$ cat src/rtl/fetch_queue.sv
`default_nettype none
// ============================================================================
// Module      : fetch_queue
// Description : Instruction buffer between fetch and decode. Valid/ready
//               FIFO carrying pc, instruction word and predicted-taken bit,
//               with first-word fall-through and a one-cycle flush. An empty
//               queue presents a canonical NOP to decode.
// Revision    : 1.0 - initial release
// ============================================================================
module fetch_queue #(
    parameter int DEPTH = 4,
    parameter int XLEN  = 32
) (
    input  logic                       i_clk,
    input  logic                       i_reset,
    input  logic                       i_enq_valid,
    output logic                       o_enq_ready,
    input  logic [XLEN-1:0]            i_enq_pc,
    input  logic [XLEN-1:0]            i_enq_instr,
    input  logic                       i_enq_pred_taken,
    output logic                       o_deq_valid,
    input  logic                       i_deq_ready,
    output logic [XLEN-1:0]            o_deq_pc,
    output logic [XLEN-1:0]            o_deq_instr,
    output logic                       o_deq_pred_taken,
    input  logic                       i_flush,
    output logic [$clog2(DEPTH+1)-1:0] o_count
);

    localparam int              c_AW  = $clog2(DEPTH);
    localparam int              c_PW  = c_AW + 1;
    localparam int              c_CW  = $clog2(DEPTH+1);
    // addi x0,x0,0 - decode sees a harmless instruction when nothing is queued
    localparam logic [XLEN-1:0] c_NOP = XLEN'(32'h0000_0013);

    // Storage array; contents are qualified by the pointers so no reset.
    logic [XLEN-1:0] r_pc_mem    [DEPTH];
    logic [XLEN-1:0] r_instr_mem [DEPTH];
    logic            r_pred_mem  [DEPTH];

    logic [c_PW-1:0] r_wr_ptr;
    logic [c_PW-1:0] r_rd_ptr;
    logic [c_CW-1:0] r_count;

    logic [c_AW-1:0] w_wr_idx;
    logic [c_AW-1:0] w_rd_idx;
    logic            w_empty;
    logic            w_full;
    logic            w_enq_fire;
    logic            w_deq_fire;

    assign w_wr_idx = r_wr_ptr[c_AW-1:0];
    assign w_rd_idx = r_rd_ptr[c_AW-1:0];

    // Equal pointers mean empty; equal index with differing wrap bit means full.
    assign w_empty = (r_wr_ptr == r_rd_ptr);
    assign w_full  = (w_wr_idx == w_rd_idx) && (r_wr_ptr[c_AW] != r_rd_ptr[c_AW]);

    // Flush discards both handshakes of its cycle. Enqueue ready depends only
    // on registered state, so a full queue refuses even with a dequeue pending.
    assign w_enq_fire = i_enq_valid && !w_full && !i_flush;
    assign w_deq_fire = i_deq_ready && !w_empty && !i_flush;

    assign o_enq_ready = !w_full;
    assign o_deq_valid = !w_empty;
    assign o_count     = r_count;

    // Head fields fall through from the array; empty queue shows a NOP.
    always_comb begin
        o_deq_pc         = '0;
        o_deq_instr      = c_NOP;
        o_deq_pred_taken = 1'b0;
        if (!w_empty) begin
            o_deq_pc         = r_pc_mem[w_rd_idx];
            o_deq_instr      = r_instr_mem[w_rd_idx];
            o_deq_pred_taken = r_pred_mem[w_rd_idx];
        end
    end

    // Write the accepted fetch entry into the slot at the write index.
    always_ff @(posedge i_clk) begin
        if (w_enq_fire) begin
            r_pc_mem[w_wr_idx]    <= i_enq_pc;
            r_instr_mem[w_wr_idx] <= i_enq_instr;
            r_pred_mem[w_wr_idx]  <= i_enq_pred_taken;
        end
    end

    // Pointer and occupancy tracking; flush returns everything to index 0.
    always_ff @(posedge i_clk or negedge i_reset) begin
        if (!i_reset) begin
            r_wr_ptr <= '0;
            r_rd_ptr <= '0;
            r_count  <= '0;
        end else if (i_flush) begin
            r_wr_ptr <= '0;
            r_rd_ptr <= '0;
            r_count  <= '0;
        end else begin
            if (w_enq_fire) begin
                r_wr_ptr <= r_wr_ptr + c_PW'(1);
            end
            if (w_deq_fire) begin
                r_rd_ptr <= r_rd_ptr + c_PW'(1);
            end
            if (w_enq_fire && !w_deq_fire) begin
                r_count <= r_count + c_CW'(1);
            end else if (w_deq_fire && !w_enq_fire) begin
                r_count <= r_count - c_CW'(1);
            end
        end
    end

endmodule
`default_nettype wire

$ cat config.mk
export PLATFORM = sky130hd
export DESIGN_NAME = fetch_queue
export DESIGN_NICKNAME = d
export VERILOG_FILES = /design/src/rtl/fetch_queue.sv
export SDC_FILE = /design/constraint.sdc
export NUM_CORES = 1
export LEC_CHECK = 0
export CAP_MARGIN = 5
export CORE_MARGIN = 1
export CORE_UTILIZATION = 55
export CTS_CLUSTER_SIZE = 25
export DETAILED_ROUTE_END_ITERATION = 8
export GPL_TIMING_DRIVEN = 0
export HOLD_SLACK_MARGIN = 0.15
export PLACE_DENSITY = 0.8
export SLEW_MARGIN = 5
export SYNTH_ARGS = -nofsm -noshare
export SYNTH_HDL_FRONTEND = slang
export SYNTH_SLANG_ARGS = --single-unit
export TNS_END_PERCENT = 100
$ cat constraint.sdc
create_clock -name i_clk -period 3.9 [get_ports i_clk]
set_input_delay 0.78 -clock i_clk [delete_from_list [all_inputs] [get_ports i_clk]]
set_output_delay 0.78 -clock i_clk [all_outputs]
set_load 0.01 [all_outputs]
==> key figures <==
Synth
  – Syn_nets: 568
  – Share of the synthesized area in the top cell type: roughly 74%
  – Synthesis-stage register bit count: between 200 and 300
  – Synth async-reset ratio: 3.346%
  – Ranking of synthesized cells by area: edfxtp_1, mux4_2, and2_1
  – Syn avg cell area: between 20 and 25 um^2
  – EDFF count, synth: 260
  – Main synth FF type: edfxtp_1
  – Cell Area, Synth: between 0.01 and 0.015 mm^2
  – Unique masters post-synth: 34
  – Most numerous cell in the Yosys netlist: edfxtp_1
  – Commonest cells in the netlist: edfxtp_1, and2_1, mux4_2
  – Register area share after synthesis: around three quarters
  – Number of synthesis warnings: 0
  – Area leader, netlist: edfxtp_1
  – Cell count after synthesis: between 400 and 500

Worst setup path
  – CP startpoint kind: flip-flop
  – CP max FO: 10
  – Crit path max-delay family: buffers and inverters
  – CP Class: reg -> out
  – Max stage delay on crit path: 0.55 ns
  – Critical path capture point type: output pin
  – Worst setup path start: r_rd_ptr[1]$_DFFE_PN0P_
  – Critical Path AT: a little under 3 ns
  – Critical-path cell list: buf_2 -> buf_1 -> mux4_2 -> and2_1 -> clkdlybuf4s50_1
  – Critical Path Slowest Stage Cell: buf_1
  – Critical Path RT: roughly 3.1 ns
  – R2R Path Start: r_rd_ptr[1]$_DFFE_PN0P_
  – Crit path buf inv count: 3

STA
  – Hold WS: slightly below 0.6 ns
  – FMAX: between 0.2 and 0.3 GHz
  – Worst rel slew slack: between 50% and 60%
  – Max-slew violation count: 0
  – Unrepaired setup endpoints after global routing: no
  – Worst Tran Pin Value: between 0.6 and 0.7 ns
  – Ratio of final minimum period to clock period: slightly below 100%
  – Clock Skew: 0.005428 ns
  – Min cycle time layout: 3.755 ns
  – Fin. Hold Viols: 0
  – # setup viols final: 0

Clock tree
  – Clock slew at reported path FFs: approximately 0.060 ns
  – Worst-skew pair later-pin latency: between 0.5 and 0.6 ns
  – Total CTS buffers: 27
  – Clk buf depth: 3
  – CTS tree: yes
  – CTS resizes: 0
  – Clock tree sinks: about 270
  – Hold-fix buffers, CTS: 0
  – Root Driver: clkbuf_16
  – H-Tree Depth: 1
  – Post-CTS Setup Inserts: 0

Layout
  – Final Core Density: between 60% and 70%
  – Layout cells sized above 1: a little under a fifth
  – Post-route cell area: 0.01305 mm^2
  – Post-Layout Cell Count: 917
  – Fill cells: 1153
  – NumNets Final: approximately 740
  – Syn-to-layout area delta: 24.44%

GRT
  – Met3 GRT Util: between 5 and 6%
  – Grt total ovfl: 0
  – Vias in the first global route: approximately 5600
  – Gr busiest metal: met2
  – Global-route wire length before repair: approximately 30 mm
  – M2 GR Usage: around 34%
  – Global Route Usage Sum: between 20% and 30%
  – Global Route met1 Usage: 27.03%
  – Largest net degree at the start of global routing: 35
  – Initial antenna violation count: 1

Die
  – Initial core utilization: between 50% and 60%
  – Die height: ~140 um
  – CORE AREA: 0.01871 mm^2
  – Total die area: roughly 0.020 mm^2
  – Row cnt: 50
  – Die width: 140.1 um
  – I/O Pins: 140

Placed design
  – IO buf count: between 100 and 150
  – GP Congestion: around 0.80
  – HPWL Detailed: roughly 12 mm
  – Placed Cells: around 870
  – Placed Instance Area: roughly 0.012 mm^2

Min path
  – Hold crit path type: in -> async

Drt
  – Routed wire length: 19.35 mm
  – First-pass detailed-route iteration total: 6
  – Vias per cell: around 5.7
  – WL per Instance: ~21 um
  – # DRC: 0
  – Detailed Route Iter0 Violations: approximately 290
  – Routed via count: roughly 5200
  – Antenna Violating Nets Remaining: 0

Job
  – MaxCap Viol Count: 0

Outcome
  – Status: completed

Power
  – P_leak: 0.004218 uW
  – PwrDens: about 570 mW/mm^2
  – Maximum vdd drop: around 0.4 mV
## flip-flops by register name, indices dropped and copies added, names as in the netlist
signal,cells
r_wr_ptr,3
r_instr_mem,128
o_count,3
r_rd_ptr,3
r_pred_mem,4
r_pc_mem,128
## stage by stage
stage	power (uW)	worst slack, ns	TNS, ns
finish	7446	0.1446	0
global route	7758	0.05432	0
CTS	7538	0.1278	0
detailed placement	5203	0.5018	0
global placement	5163	-1.262	-324.27
floorplan	4350	0.5190	0
## layout by cell type, fill, tap and decap left out, drive strengths merged, types with 2 or more instances in the layout
master and instances:
edfxtp 260, clkdlybuf4s50 138, and2 67, mux4 65, clkbuf 45, buf 18
nor2 14, clkinv 11, dfrtp 9, inv 7, nand2 6, xnor2 6
ha 5, o21ai 4, xor2 3, or2 3, mux2i 3, o221ai 3
nor2b 2
## layer usage
metal	vias to the layer above	routed length [um]
li1	2327	-
met1	2645	7890
met2	196	9606
met3	27	1544
met4	0	312
met5	-	0
## where the power goes
part | total (uW) | switching, uW | internal (uW)
Clock | 2320 | 990 | 1330
Sequential | 3310 | 32.3 | 3270
Combinational | 1820 | 811 | 1010
Total | 7450 | 1830 | 5610
## worst paths after layout
path	to	slack, ns	cells after the start
max	o_deq_pc[5]	0.14	5
max in group asynchronous	r_wr_ptr[0]$_DFFE_PN0P_	3.01	1
min	o_count[1]$_DFFE_PN0P_	0.58	1
max reg2reg	o_count[1]$_DFFE_PN0P_	1.19	8
min in group i_clk	o_count[2]$_DFFE_PN0P_	0.63	2
min reg2reg	o_count[2]$_DFFE_PN0P_	0.63	2
## final cells by class
type | count | area, um^2 | share of cell area, %
flip-flops and latches | 269 | 8033 | 61.56
multi-input cells | 192 | 2332 | 17.87
repair buffers | 142 | 1461 | 11.20
clock buffers | 34 | 701.9 | 5.379
well taps | 234 | 292.8 | 2.244
plain buffers | 25 | 108.9 | 0.8342
clock inverters | 14 | 93.84 | 0.7191
inverters | 6 | 22.52 | 0.1726
diodes | 1 | 2.502 | 0.01918
## cell families after synthesis
logic type / Yosys count / share of synthesized area, %
compound gates: 13 / 0.9069
xor+xnor: 9 / 0.8949
fa+ha+maj: 6 / 0.7875
buf+inv: 31 / 1.253
flops: 269 / 76.60
mux: 69 / 14.35
simple gates: 95 / 5.202
No activity file was read; power rests on OpenSTA's default activity.
